## config.mk

```make
export PLATFORM = sky130hd
export DESIGN_NAME = fetch_unit_flat
export DESIGN_NICKNAME = d
export VERILOG_FILES = /design/src/rtl/cpu_pkg.sv /design/src/rtl/fetch_unit_if.sv /design/src/rtl/if_id_reg.sv /design/src/rtl/fetch_unit.sv /design/src/flat_wrapper.sv
export SDC_FILE = /design/constraint.sdc
export NUM_CORES = 1
export LEC_CHECK = 0
export CORE_UTILIZATION = 31
export DETAILED_ROUTE_END_ITERATION = 12
export GPL_TIMING_DRIVEN = 0
export PLACE_DENSITY_LB_ADDON = 0.05
export RECOVER_POWER = 25
export SKIP_CTS_REPAIR_TIMING = 1
export SYNTH_ARGS = -nofsm -noshare
export SYNTH_HDL_FRONTEND = slang
export SYNTH_SLANG_ARGS = --single-unit
```

## constraint.sdc

```tcl
create_clock -name clk -period 2.1 [get_ports clk]
set_clock_uncertainty 0.2 [all_clocks]
set_input_delay 0.21 -clock clk [delete_from_list [all_inputs] [get_ports clk]]
set_output_delay 0.21 -clock clk [all_outputs]
set_load 0.05 [all_outputs]
```

## src/rtl/cpu_pkg.sv

```systemverilog
// Shared CPU definitions: instruction constants, program layout and fetch FSM states.
// Also provides the shift-add start-address helper used by the fetch stage.
package cpu_pkg;

    localparam logic [15:0] NOP_INSTR   = 16'h6F0F;
    localparam logic [15:0] EMPTY_INSTR = 16'hFFFF;
    localparam int          PROG_STRIDE = 100;
    localparam logic [3:0]  PROG_MAX    = 4'd10;
    localparam int          PC_W        = 12;

    typedef enum logic [1:0] {
        IDLE,
        RUN,
        DONE
    } fetch_state_e;

    // sel*100 without a multiplier: 64+32+4
    function automatic logic [PC_W-1:0] prog_base(input logic [3:0] sel);
        logic [PC_W-1:0] s;
        s = {{(PC_W-4){1'b0}}, sel};
        return (s << 6) + (s << 5) + (s << 2);
    endfunction

    function automatic logic sel_ok(input logic [3:0] sel);
        return (sel != 4'd0) && (sel <= PROG_MAX);
    endfunction

endpackage

```

## src/rtl/fetch_unit_if.sv

```systemverilog
// Fetch-stage bus: control inputs, instruction memory address/data, and IF/ID outputs.
// master = fetch unit side, slave = surrounding pipeline / memory / testbench.
interface fetch_unit_if;
    logic        start;
    logic [3:0]  prog_sel;
    logic        stall;
    logic        branch_taken;
    logic [15:0] branch_target;
    logic [15:0] M_instruction;
    logic [15:0] PCAdd_pc;
    logic [15:0] if_instr;
    logic [15:0] if_pc;
    logic        if_valid;
    logic        busy;
    logic        done;
    logic        sel_err;

    modport master (
        input  start, prog_sel, stall, branch_taken, branch_target, M_instruction,
        output PCAdd_pc, if_instr, if_pc, if_valid, busy, done, sel_err
    );

    modport slave (
        output start, prog_sel, stall, branch_taken, branch_target, M_instruction,
        input  PCAdd_pc, if_instr, if_pc, if_valid, busy, done, sel_err
    );
endinterface

```

## src/rtl/if_id_reg.sv

```systemverilog
// IF/ID pipeline register: instruction, pc and valid flag (33 bits).
// Latency: one cycle from load to outputs.
// Backpressure: hold freezes contents; flush injects a NOP bubble and wins over hold and load.
module if_id_reg #(
    parameter logic [15:0] NOP = 16'h6F0F
) (
    input  logic        clk,
    input  logic        reset,
    input  logic        load,
    input  logic        hold,
    input  logic        flush,
    input  logic [15:0] nxt_instr,
    input  logic [15:0] nxt_pc,
    output logic [15:0] if_instr,
    output logic [15:0] if_pc,
    output logic        if_valid
);

    always_ff @(posedge clk or negedge reset) begin
        if (!reset) begin
            if_instr <= NOP;
            if_pc    <= 16'd0;
            if_valid <= 1'b0;
        end else if (flush) begin
            // bubble keeps the old pc so downstream debug still sees a sensible address
            if_instr <= NOP;
            if_valid <= 1'b0;
        end else if (!hold && load) begin
            if_instr <= nxt_instr;
            if_pc    <= nxt_pc;
            if_valid <= 1'b1;
        end
    end

endmodule

```

## src/rtl/fetch_unit.sv

```systemverilog
// Instruction fetch: PC, program launch FSM, branch redirect and end-of-program detect.
// Latency: start -> PC valid after 1 edge; PC -> IF/ID after 1 edge; branch inserts one bubble.
// Backpressure: stall freezes PC and IF/ID; branch_taken overrides stall.
module fetch_unit
    import cpu_pkg::*;
#(
    parameter int          ADDR_DEPTH  = 4096,
    parameter int          PROG_STRIDE = cpu_pkg::PROG_STRIDE,
    parameter logic [15:0] NOP_INSTR   = cpu_pkg::NOP_INSTR
) (
    input  logic         clk,
    input  logic         reset,
    fetch_unit_if.master bus
);

    fetch_state_e    state_q, state_nxt;
    logic [PC_W-1:0] pc_q, pc_nxt;
    logic [PC_W-1:0] start_addr;
    logic            sel_err_q, sel_err_nxt;
    logic            ifid_load, ifid_hold, ifid_flush;
    logic            unused_target_bits;

    assign unused_target_bits = ^bus.branch_target[15:PC_W];

    if (PROG_STRIDE == 100) begin : g_shift_base
        assign start_addr = prog_base(bus.prog_sel);
    end else begin : g_mul_base
        assign start_addr = PC_W'(32'(bus.prog_sel) * PROG_STRIDE);
    end

    always_ff @(posedge clk or negedge reset) begin
        if (!reset) begin
            state_q   <= IDLE;
            pc_q      <= '0;
            sel_err_q <= 1'b0;
        end else begin
            state_q   <= state_nxt;
            pc_q      <= pc_nxt;
            sel_err_q <= sel_err_nxt;
        end
    end

    always_comb begin
        state_nxt   = state_q;
        pc_nxt      = pc_q;
        sel_err_nxt = 1'b0;
        ifid_load   = 1'b0;
        ifid_hold   = 1'b1;
        ifid_flush  = 1'b0;
        case (state_q)
            IDLE: begin
                if (bus.start) begin
                    if (sel_ok(bus.prog_sel)) begin
                        state_nxt = RUN;
                        pc_nxt    = start_addr;
                    end else begin
                        sel_err_nxt = 1'b1;
                    end
                end
            end
            RUN: begin
                if (bus.branch_taken) begin
                    pc_nxt     = bus.branch_target[PC_W-1:0];
                    ifid_flush = 1'b1;
                    ifid_hold  = 1'b0;
                end else if (bus.stall) begin
                    pc_nxt = pc_q;
                end else if (bus.M_instruction == EMPTY_INSTR) begin
                    // unprogrammed word marks end of program; never latched
                    state_nxt  = DONE;
                    ifid_flush = 1'b1;
                    ifid_hold  = 1'b0;
                end else begin
                    ifid_load = 1'b1;
                    ifid_hold = 1'b0;
                    pc_nxt    = (pc_q == PC_W'(ADDR_DEPTH - 1)) ? '0 : pc_q + 1'b1;
                end
            end
            DONE: state_nxt = IDLE;
            default: state_nxt = IDLE;
        endcase
    end

    if_id_reg #(.NOP(NOP_INSTR)) u_if_id (
        .clk       (clk),
        .reset     (reset),
        .load      (ifid_load),
        .hold      (ifid_hold),
        .flush     (ifid_flush),
        .nxt_instr (bus.M_instruction),
        .nxt_pc    (bus.PCAdd_pc),
        .if_instr  (bus.if_instr),
        .if_pc     (bus.if_pc),
        .if_valid  (bus.if_valid)
    );

    assign bus.PCAdd_pc = 16'(pc_q);
    assign bus.busy     = (state_q == RUN);
    assign bus.done     = (state_q == DONE);
    assign bus.sel_err  = sel_err_q;

endmodule
```

## src/flat_wrapper.sv

```systemverilog
// flat-port wrapper written by rule: the top's interface ports become plain ports
module fetch_unit_flat import cpu_pkg::*;
#(
    parameter int          ADDR_DEPTH  = 4096,
    parameter int          PROG_STRIDE = cpu_pkg::PROG_STRIDE,
    parameter logic [15:0] NOP_INSTR   = cpu_pkg::NOP_INSTR
)
  (clk, reset, bus_start, bus_prog_sel, bus_stall, bus_branch_taken, bus_branch_target, bus_M_instruction, bus_PCAdd_pc, bus_if_instr, bus_if_pc, bus_if_valid, bus_busy, bus_done, bus_sel_err);
  fetch_unit_if bus_i ();
  input  logic clk;
  input  logic reset;
  input wire logic [$bits(bus_i.start)-1:0] bus_start;
  input wire logic [$bits(bus_i.prog_sel)-1:0] bus_prog_sel;
  input wire logic [$bits(bus_i.stall)-1:0] bus_stall;
  input wire logic [$bits(bus_i.branch_taken)-1:0] bus_branch_taken;
  input wire logic [$bits(bus_i.branch_target)-1:0] bus_branch_target;
  input wire logic [$bits(bus_i.M_instruction)-1:0] bus_M_instruction;
  output wire logic [$bits(bus_i.PCAdd_pc)-1:0] bus_PCAdd_pc;
  output wire logic [$bits(bus_i.if_instr)-1:0] bus_if_instr;
  output wire logic [$bits(bus_i.if_pc)-1:0] bus_if_pc;
  output wire logic [$bits(bus_i.if_valid)-1:0] bus_if_valid;
  output wire logic [$bits(bus_i.busy)-1:0] bus_busy;
  output wire logic [$bits(bus_i.done)-1:0] bus_done;
  output wire logic [$bits(bus_i.sel_err)-1:0] bus_sel_err;
  assign bus_i.start = bus_start;
  assign bus_i.prog_sel = bus_prog_sel;
  assign bus_i.stall = bus_stall;
  assign bus_i.branch_taken = bus_branch_taken;
  assign bus_i.branch_target = bus_branch_target;
  assign bus_i.M_instruction = bus_M_instruction;
  assign bus_PCAdd_pc = bus_i.PCAdd_pc;
  assign bus_if_instr = bus_i.if_instr;
  assign bus_if_pc = bus_i.if_pc;
  assign bus_if_valid = bus_i.if_valid;
  assign bus_busy = bus_i.busy;
  assign bus_done = bus_i.done;
  assign bus_sel_err = bus_i.sel_err;
  fetch_unit #(.ADDR_DEPTH(ADDR_DEPTH), .PROG_STRIDE(PROG_STRIDE), .NOP_INSTR(NOP_INSTR)) u_core (.clk(clk), .reset(reset), .bus(bus_i));
endmodule
```

### Word-level counts from Yosys, hierarchy flattened

Cells that the tools add are included.

* bits in registers: 44
* output and inout port bits: 52
* logic and storage cells: 63

* add/subtract/negate cells: 3
* magnitude comparators: 1
* eq/ne operators: 11
* muxes and demuxes: 31
* bitwise gates (word level): 1
* reductions and logical operators: 10

Operators by type and width (count)
* two-way mux 12 bit: 6
* two-way mux 16 bit: 2
* case mux 12 bit (2 select lines): 1
* == test 16 bit (second input constant): 1
* two-way mux 1 bit: 16
* adder 12 x 1 -> 12 bit (second input constant): 1
* adder 12 x 6 -> 12 bit: 1
* == test 12 bit (second input constant): 1
* adder 10 x 9 -> 11 bit: 1
* two-way mux 2 bit: 5
* AND reduction 5 bit: 2
* != test 2 bit (second input constant): 3
* != test 3 bit (second input constant): 2
* less-or-equal comparator 4 bit (second input constant): 1
* != test 2 x 1 -> 1 bit (second input constant): 2
* case mux 2 bit (2 select lines): 1
* nonzero test 2 bit: 2
* nonzero test 4 bit: 1
* == test 2 x 1 -> 1 bit (second input constant): 1
* == test 2 bit (second input constant): 1
* logical AND 1 bit: 2
* zero test 2 bit: 1
* AND reduction 2 bit: 1
* zero test 1 bit: 1
* inverter 1 bit: 1

### Depth between registers and ports, before layout

Gate-level depths: netlist of run 1.

* depth after elaboration: 8
* gate-level depth with buffers: 8
* gate-level depth less buffers: 7

### Cells and area by module

Synthesis of run 1 repeated with hierarchy kept, for this count alone.

* cells, all modules: 277
* area, all modules: 2787.7 µm²

Modules (own cells, without submodules)
* fetch_unit: times used 1, cells each 168, area an instance 1402.6 µm²
* if_id_reg: times used 1, cells each 109, area an instance 1385.1 µm²

### Worst setup path before layout of run 1

No wires, ideal clock.

* kind: register to register
* from: register u_core.pc_q[0]
* to: register u_core.pc_q[3]
* library setup time: 0.125 ns
* data arrival time: 2.054 ns
* setup slack: -0.279 ns
* stages on the path, launching flop included: 7
* buffers on the path: 0
* cell sequence: dfrtp_1 -> ha_1 -> nand3_2 -> o41ai_4 -> nor4b_1 -> a311oi_1 -> o21ai_1

* cells in the longest elaborated chain, start to end: 6

Ends and longest elaborated chain
* from (decl): RTL line fetch_unit.sv:17 `logic [PC_W-1:0] pc_q, pc_nxt;`
* from (signal assigned): RTL line fetch_unit.sv:38 `pc_q <= pc_nxt;`
* adder 12 x 1 -> 12 bit or == test 12 bit (tied branches): RTL line fetch_unit.sv:76 `pc_nxt = (pc_q == PC_W'(ADDR_DEPTH - 1)) ? '0 : pc_q + 1'b1;`
* two-way mux 12 bit (*): RTL line fetch_unit.sv:76
* two-way mux 12 bit (*): RTL line fetch_unit.sv:68 `end else if (bus.M_instruction == EMPTY_INSTR) begin`
* two-way mux 12 bit (*): RTL line fetch_unit.sv:66 `end else if (bus.stall) begin`
* two-way mux 12 bit (*): RTL line fetch_unit.sv:62 `if (bus.branch_taken) begin`
* case mux 12 bit (2 select lines) (*): RTL line fetch_unit.sv:50 `case (state_q)`

Mark *: on every way between the ends. The rest lies on a longest branch, timed or not. The select of a mux whose other input is x is not followed.
A chain may end at the register's enable or synchronous reset.

### Final worst setup path of run 1

* from: input bus_prog_sel[1]
* to: register u_core.pc_q[10]

* cells in the longest elaborated chain, start to end: 5

Ends and longest elaborated chain
* from (decl): RTL line flat_wrapper.sv:13 `input wire logic [$bits(bus_i.prog_sel)-1:0] bus_prog_sel;`
* adder 10 x 9 -> 11 bit: RTL line cpu_pkg.sv:21 `return (s << 6) + (s << 5) + (s << 2);`
* adder 12 x 6 -> 12 bit: RTL line cpu_pkg.sv:21
* two-way mux 12 bit: RTL line fetch_unit.sv:53 `if (sel_ok(bus.prog_sel)) begin`
* two-way mux 12 bit: RTL line fetch_unit.sv:52 `if (bus.start) begin`
* case mux 12 bit (2 select lines): RTL line fetch_unit.sv:50

Parallel ways exist; a longest one is shown, timed or not. The select of a mux whose other input is x is not followed.

==> results of run 1 <==
==> registers in the layout, summed over array words and instances (netlist names) <==
signal	flops
u_core.state_q	2
u_core.u_if_id.if_instr	16
u_core.u_if_id.if_pc	12
u_core.u_if_id.if_valid	1
u_core.bus.sel_err	1
u_core.pc_q	12
==> stage by stage <==
step                      power (µW)  cell area (µm²)  worst slack [ns]  util, %
final                           2756             4000           0.01702    48.93
after global routing            2896             4000          -0.01533    48.93
after detailed placement        2077             3617           -0.7925    44.25
after CTS                       2726             3724           -0.6802    45.55
after global placement          2072             3602           -0.8714    44.06
after floorplan                 1686             2670          0.001125        -
==> placed cells by master (no fill, tap or decap), types with 7 or more instances in the layout <==
cell type        synthesis  layout
buf_4                   11      20
nand2_1                 45      45
dlymetal6s2s_1           0      19
dfrtp_2                  0      11
dfrtp_1                 34      23
dfstp_2                 10      10
o22a_1                   7       7
nor2_1                  22      22
clkdlybuf4s50_1          0      55
inv_1                   10      10
o21ai_0                 27      24
conb_1                   1       8
ha_1                    11       8
==> power breakdown <==
group | switching [µW] | total (µW) | internal (µW)
Sequential | 106 | 1060 | 958
Combinational | 652 | 1050 | 398
Clock | 286 | 642 | 356
==> area by class of cell <==
type	count	area [µm²]
Multi-Input combinational cell	213	1470
Buffer	18	130.1
Tap cell	105	131.4
Inverter	12	45.04
Sequential cell	44	1127
Fill cell	796	4175
Timing Repair Buffer	98	989.7
Clock buffer	7	76.32
Clock inverter	1	30.03
==> worst max path at each step <==
stage | from | to | cells past startpoint
final | bus_prog_sel[1] | u_core.pc_q[10] | 7
after global routing | u_core.pc_q[0] | u_core.pc_q[9] | 8
after CTS | u_core.state_q[1] | bus_busy | 4
after detailed placement | bus_prog_sel[3] | u_core.pc_q[9] | 9
after global placement | reset | u_core.pc_q[0] | 1
after floorplan | bus_prog_sel[0] | u_core.pc_q[10] | 6
==> critical path: stages <==
cell and delay (ns):
clkbuf_4 0.16, ha_4 0.17, fa_2 0.61, nand3_4 0.10
or4b_1 0.48, a32oi_1 0.23, o22a_1 0.15
==> synth_stat cells, drive strengths merged, types with 4 or more instances <==
master / n
dfstp: 10
nand2: 46
inv: 12
o22a: 7
buf: 15
a21oi: 6
o21ai: 30
ha: 11
nand3: 7
nor2: 22
a22o: 4
a31oi: 4
nor3: 4
dfrtp: 34
nand4: 5
and3: 6
==> cell families (layout without fill, tap and decap cells) <==
kind of cell,count (synthesis),count (layout)
AND/OR/NAND/NOR,107,107
AO/OA/AOI/OAI,77,77
flip-flops,44,44
buffers and inverters,30,136
adder cells (fa/ha/maj),12,12
XOR/XNOR,5,5
multiplexers,4,4
other,1,8
==> metal layers <==
| layer | up-vias | wire [µm] | share of wire, % | GRT usage [%] |
|---|---|---|---|---|
| met4 | 0 | 61 | 0.80 | 3.718 |
| li1 | 1215 | - | - | - |
| met5 | - | 0 | 0 | 0 |
| met1 | 1187 | 3589 | 47 | 24.76 |
| met2 | 84 | 3513 | 46 | 27.19 |
| met3 | 6 | 481 | 6.3 | 3.155 |
==> flow_summary_export.csv, run 1 <==
group,metric,value,unit
grt,grt_pass1_vias,2267,
route,wl_per_cell,15.35,µm
run_status,violations,"hold timing",
layout,num-nets-final,445,
setup_path,r2r-start,"u_core.pc_q[0]",
clocking,numCtsBuffers,5,
route,drc,0,
die,initial_core_util,31.94,%
layout,area_growth,53.19,%
setup_path,regToRegEndpoint,"u_core.pc_q[9]",
grt,grt_overflow,0,
sta,fin_hold_ws,-0.007946,ns
layout,diodes,0,
clocking,cts_tree,"done",
grt,grt_util_all_layers,17.34,%
grt,grt_max_degree,28,
clocking,clock_path_buffers,2,
yosys,synth_warnings,0,
route,wl,7.645,mm
die,die_x,93.78,µm
yosys,seq_area_frac_synth,42.64,%
die,core,0.008175,mm²
placement,dp.cells,473,
pwr,ir_drop,0.4384,mV
clocking,htreeDepth,2,
route,via_per_inst,5.004,
pwr,p_leak,0.001866,µW
yosys,syn_inst,280,
setup_path,rrSetupSlack,0.04,ns
yosys,synth_flop_cell,"dfrtp_1",
yosys,synthSimpleGateAreaFrac,20.27,%
run_status,status,"complete, but fails checks",
yosys,netlist_area,0.002611,mm²
placement,dp_hpwl,5.607,mm
clocking,insertion_delay,0.29,ns
yosys,synth_seq_cells,44,
yosys,yosys.area.top_type,"dfrtp_1",
die,dieHeight,93.78,µm
clocking,clk_pin_slew,0.09,ns
layout,fin_cells,498,
placement,gp_congestion,0.7925,
setup_path,cp_data_arrival_time,2.11,ns
sta,max_freq,480.1,MHz
setup_path,r2r_cells,8,
yosys,synth_compound_area_share,20.94,%
sta,fin_crit,2.083,ns
hold_path,hp-class,"primary input to register",
die,die-area,0.008795,mm²
pwr,power_density,689.0,mW/mm²
clocking,cts.sinks,44,
yosys,synth_fa_ha_area_share,6.037,%
yosys,synthMuxAreaShare,1.677,%
setup_path,crit_path_end_kind,"register",
sta,final.setup.tns,0,ns
clocking,clockRootBuffer,"clkbuf_8",
route,drt_iter0_markers,120,
die,core.rowCount,33,
sta,worstMarginPinSlew,0.9808,ns
run,drv_cap,0,
setup_path,path_class,"primary input to register",
yosys,ys_types,58,
grt,grt_pass1_wl,11.70,mm
sta,post-route-period-util,99.19,%
route,vias,2492,
layout,drive_gt1_share,21.88,%
setup_path,worstSetupStartpointType,"primary input",
grt,antenna_found_initial,0,
route,ant_nets,0,
setup_path,cp.required,2.13,ns
placement,portBuffers,80,
sta,hold_viol,1,
sta,grt_setup_unrepaired,"true",
yosys,yosys.area_share.xor_xnor,2.204,%
yosys,synth_area_leaders,"dfrtp_1 33%, dfstp_2 10%, nand2_1 6.5%, ha_1 5.3%, o21ai_0 5.2%",
route,dr.pass1.iters,4,
yosys,yosysTopAreaCellShare,32.58,%
yosys,synth-edff-count,0,
hold_path,hold_depth,2,
hold_path,holdPathEnd,"u_core.u_if_id.if_instr[6]",
sta,setup_viol,0,
setup_path,cp_max_fo,6,
yosys,async_flop_share,100.0,%
die,io_pins,93,
yosys,synth_top_family_by_area,"compound AO/OA/AOI/OAI gates",
sta,maxSlewViolCount,0,
hold_path,min_from,"bus_M_instruction[6]",
sta,relSlewSlack,34.61,%
yosys,avgSynthCellArea,9.326,µm²
(Power assumes the default switching activity.)
==> run 2: changes to the inputs <==
--- a/config.mk
+++ b/config.mk
@@ -6,8 +6,10 @@
 export NUM_CORES = 1
 export LEC_CHECK = 0
 export CORE_UTILIZATION = 31
+export CTS_CLUSTER_SIZE = 30
 export DETAILED_ROUTE_END_ITERATION = 12
 export GPL_TIMING_DRIVEN = 0
+export HOLD_SLACK_MARGIN = 0.05
 export PLACE_DENSITY_LB_ADDON = 0.05
 export RECOVER_POWER = 25
 export SKIP_CTS_REPAIR_TIMING = 1
==> run 2 against run 1 <==
Effect of this change: the run now ends clean; clock power is essentially flat; global-route usage is the same; count of clock-buffer cells in the layout is the same; final area grew 2.0%; die area is the same; sequential cell count is the same; utilization grew 0.98 points; first-iteration DRC count shrank 11%; sequential power is essentially flat; wire length grew 1.8%; combinational power is essentially flat; maximum frequency grew 0.43%.
==> flow_summary_export.csv, run 2 (same netlist as run 1, synthesis figures left out) <==
group,metric,value,unit
run,drv_cap,0,
placement,dp_hpwl,5.607,mm
grt,antenna_found_initial,0,
clocking,htreeDepth,2,
layout,top_regs,"u_core.u_if_id.if_instr: 16 flops, u_core.pc_q: 12 flops, u_core.u_if_id.if_pc: 12 flops",
clocking,clk_pin_slew,0.09,ns
die,core,0.008175,mm²
layout,drive_gt1_share,21.45,%
run_status,status,"completed",
pwr,p_leak,0.001900,µW
placement,portBuffers,80,
pwr,power_density,679.1,mW/mm²
layout,largest_register_ff_count,16,
route,wl_per_cell,15.38,µm
sta,setup_slack,0.02592,ns
placement,post-place-ws,-0.7925,ns
layout,num-nets-final,453,
clocking,cts.sinks,44,
sta,relSlewSlack,34.25,%
grt,grt_pass1_wl,11.70,mm
route,ant_nets,0,
sta,grt_setup_unrepaired,"true",
die,core.rowCount,33,
die,dieHeight,93.78,µm
sta,setup_viol,0,
clocking,numCtsBuffers,5,
layout,final_common_cell,"clkdlybuf4s50_1",
layout,diodes,0,
layout,largest_register,"u_core.u_if_id.if_instr",
route,vias,2522,
hold_path,hp-class,"primary input to register",
clocking,cts_tree,"done",
sta,hold_viol,0,
route,drc,0,
die,die-area,0.008795,mm²
pwr,p_total,2771,µW
placement,gp_congestion,0.7925,
sta,worstMarginPinSlew,0.9863,ns
route,wl,7.781,mm
setup_path,crit_path_end_kind,"register",
setup_path,cp_max_fo,6,
sta,max_freq,482.1,MHz
grt,grt_max_degree,28,
sta,fin_crit,2.074,ns
placement,placed_cell_area,0.003617,mm²
sta,fin_hold_ws,0.03081,ns
clocking,insertion_delay,0.29,ns
die,initial_core_util,31.94,%
setup_path,worstSetupStartpointType,"primary input",
setup_path,cp.required,2.13,ns
clocking,clock_path_buffers,2,
sta,maxSlewViolCount,0,
sta,post-route-period-util,98.77,%
clocking,clockRootBuffer,"clkbuf_8",
pwr,ir_drop,0.4383,mV
route,via_per_inst,4.984,
layout,area_growth,56.25,%
setup_path,cp_data_arrival_time,2.11,ns
setup_path,path_class,"primary input to register",
grt,grt_pass1_vias,2267,
layout,final_area,0.004080,mm²
grt,grt_overflow,0,
die,die_x,93.78,µm
layout,final_cell_mix,"55 x clkdlybuf4s50_1, 45 x nand2_1, 24 x o21ai_0, 23 x dfrtp_1, 22 x nor2_1",
route,dr.pass1.iters,4,
die,io_pins,93,
grt,grt_util_all_layers,17.34,%
route,drt_iter0_markers,107,
## run 2: cell types whose count changed in the layout (fill, tap and decap cells not counted)
cell	before	now
dlygate4sd3_1	5	13
## run 2: per-stage QoR
step                setup TNS, ns  instances  utilization, %
floorplan                       0        287               -
detailed placement         -14.85        473           44.25
finish                          0        506           49.91
global route             -0.03731        506           49.91
global placement           -41.99        472           44.06
CTS                        -5.913        481           45.55
## run 2: final timing paths
kind | endpoint | startpoint | cells past startpoint | slack, ns
max in group asynchronous | u_core.u_if_id.if_instr[14] | reset | 3 | 0.23
setup reg to reg | u_core.pc_q[9] | u_core.pc_q[0] | 8 | 0.05
setup / recovery | u_core.pc_q[10] | bus_prog_sel[1] | 7 | 0.03
hold / removal | u_core.u_if_id.if_instr[1] | bus_M_instruction[1] | 3 | 0.03
min in group asynchronous | u_core.u_if_id.if_instr[6] | reset | 2 | 0.40
hold reg to reg | u_core.u_if_id.if_pc[4] | u_core.u_if_id.if_pc[4] | 2 | 0.28
## run 2: area by class of cell
type	count	area (µm²)
clock buffer	7	76.32
fill	788	4095
buffer	18	130.1
timing repair buffer	106	1070
multi-input combinational	213	1470
clock inverter	1	30.03
sequential	44	1127
tap	105	131.4
inverter	12	45.04
## run 2: critical path, stage by stage
cell      delay [ns]
clkbuf_4        0.16
ha_4            0.17
fa_2            0.61
nand3_4         0.10
or4b_1          0.48
a32oi_1         0.22
o22a_1          0.15
## run 2: routing by layer
| layer | vias to the layer above | GRT usage, % | routed length (µm) |
|---|---|---|---|
| li1 | 1233 | - | - |
| met4 | 0 | 3.718 | 79 |
| met2 | 84 | 27.19 | 3520 |
| met5 | - | 0 | 0 |
| met1 | 1197 | 24.76 | 3761 |
| met3 | 8 | 3.155 | 419 |
## run 2: power by group
| group | total [µW] | internal [µW] | switching [µW] | leakage (µW) |
|---|---|---|---|---|
| Combinational | 1060 | 407 | 655 | 0.00133 |
| Sequential | 1060 | 958 | 106 | 0.000520 |
| Clock | 645 | 356 | 288 | 0.0000524 |
| Total | 2770 | 1720 | 1050 | 0.00190 |
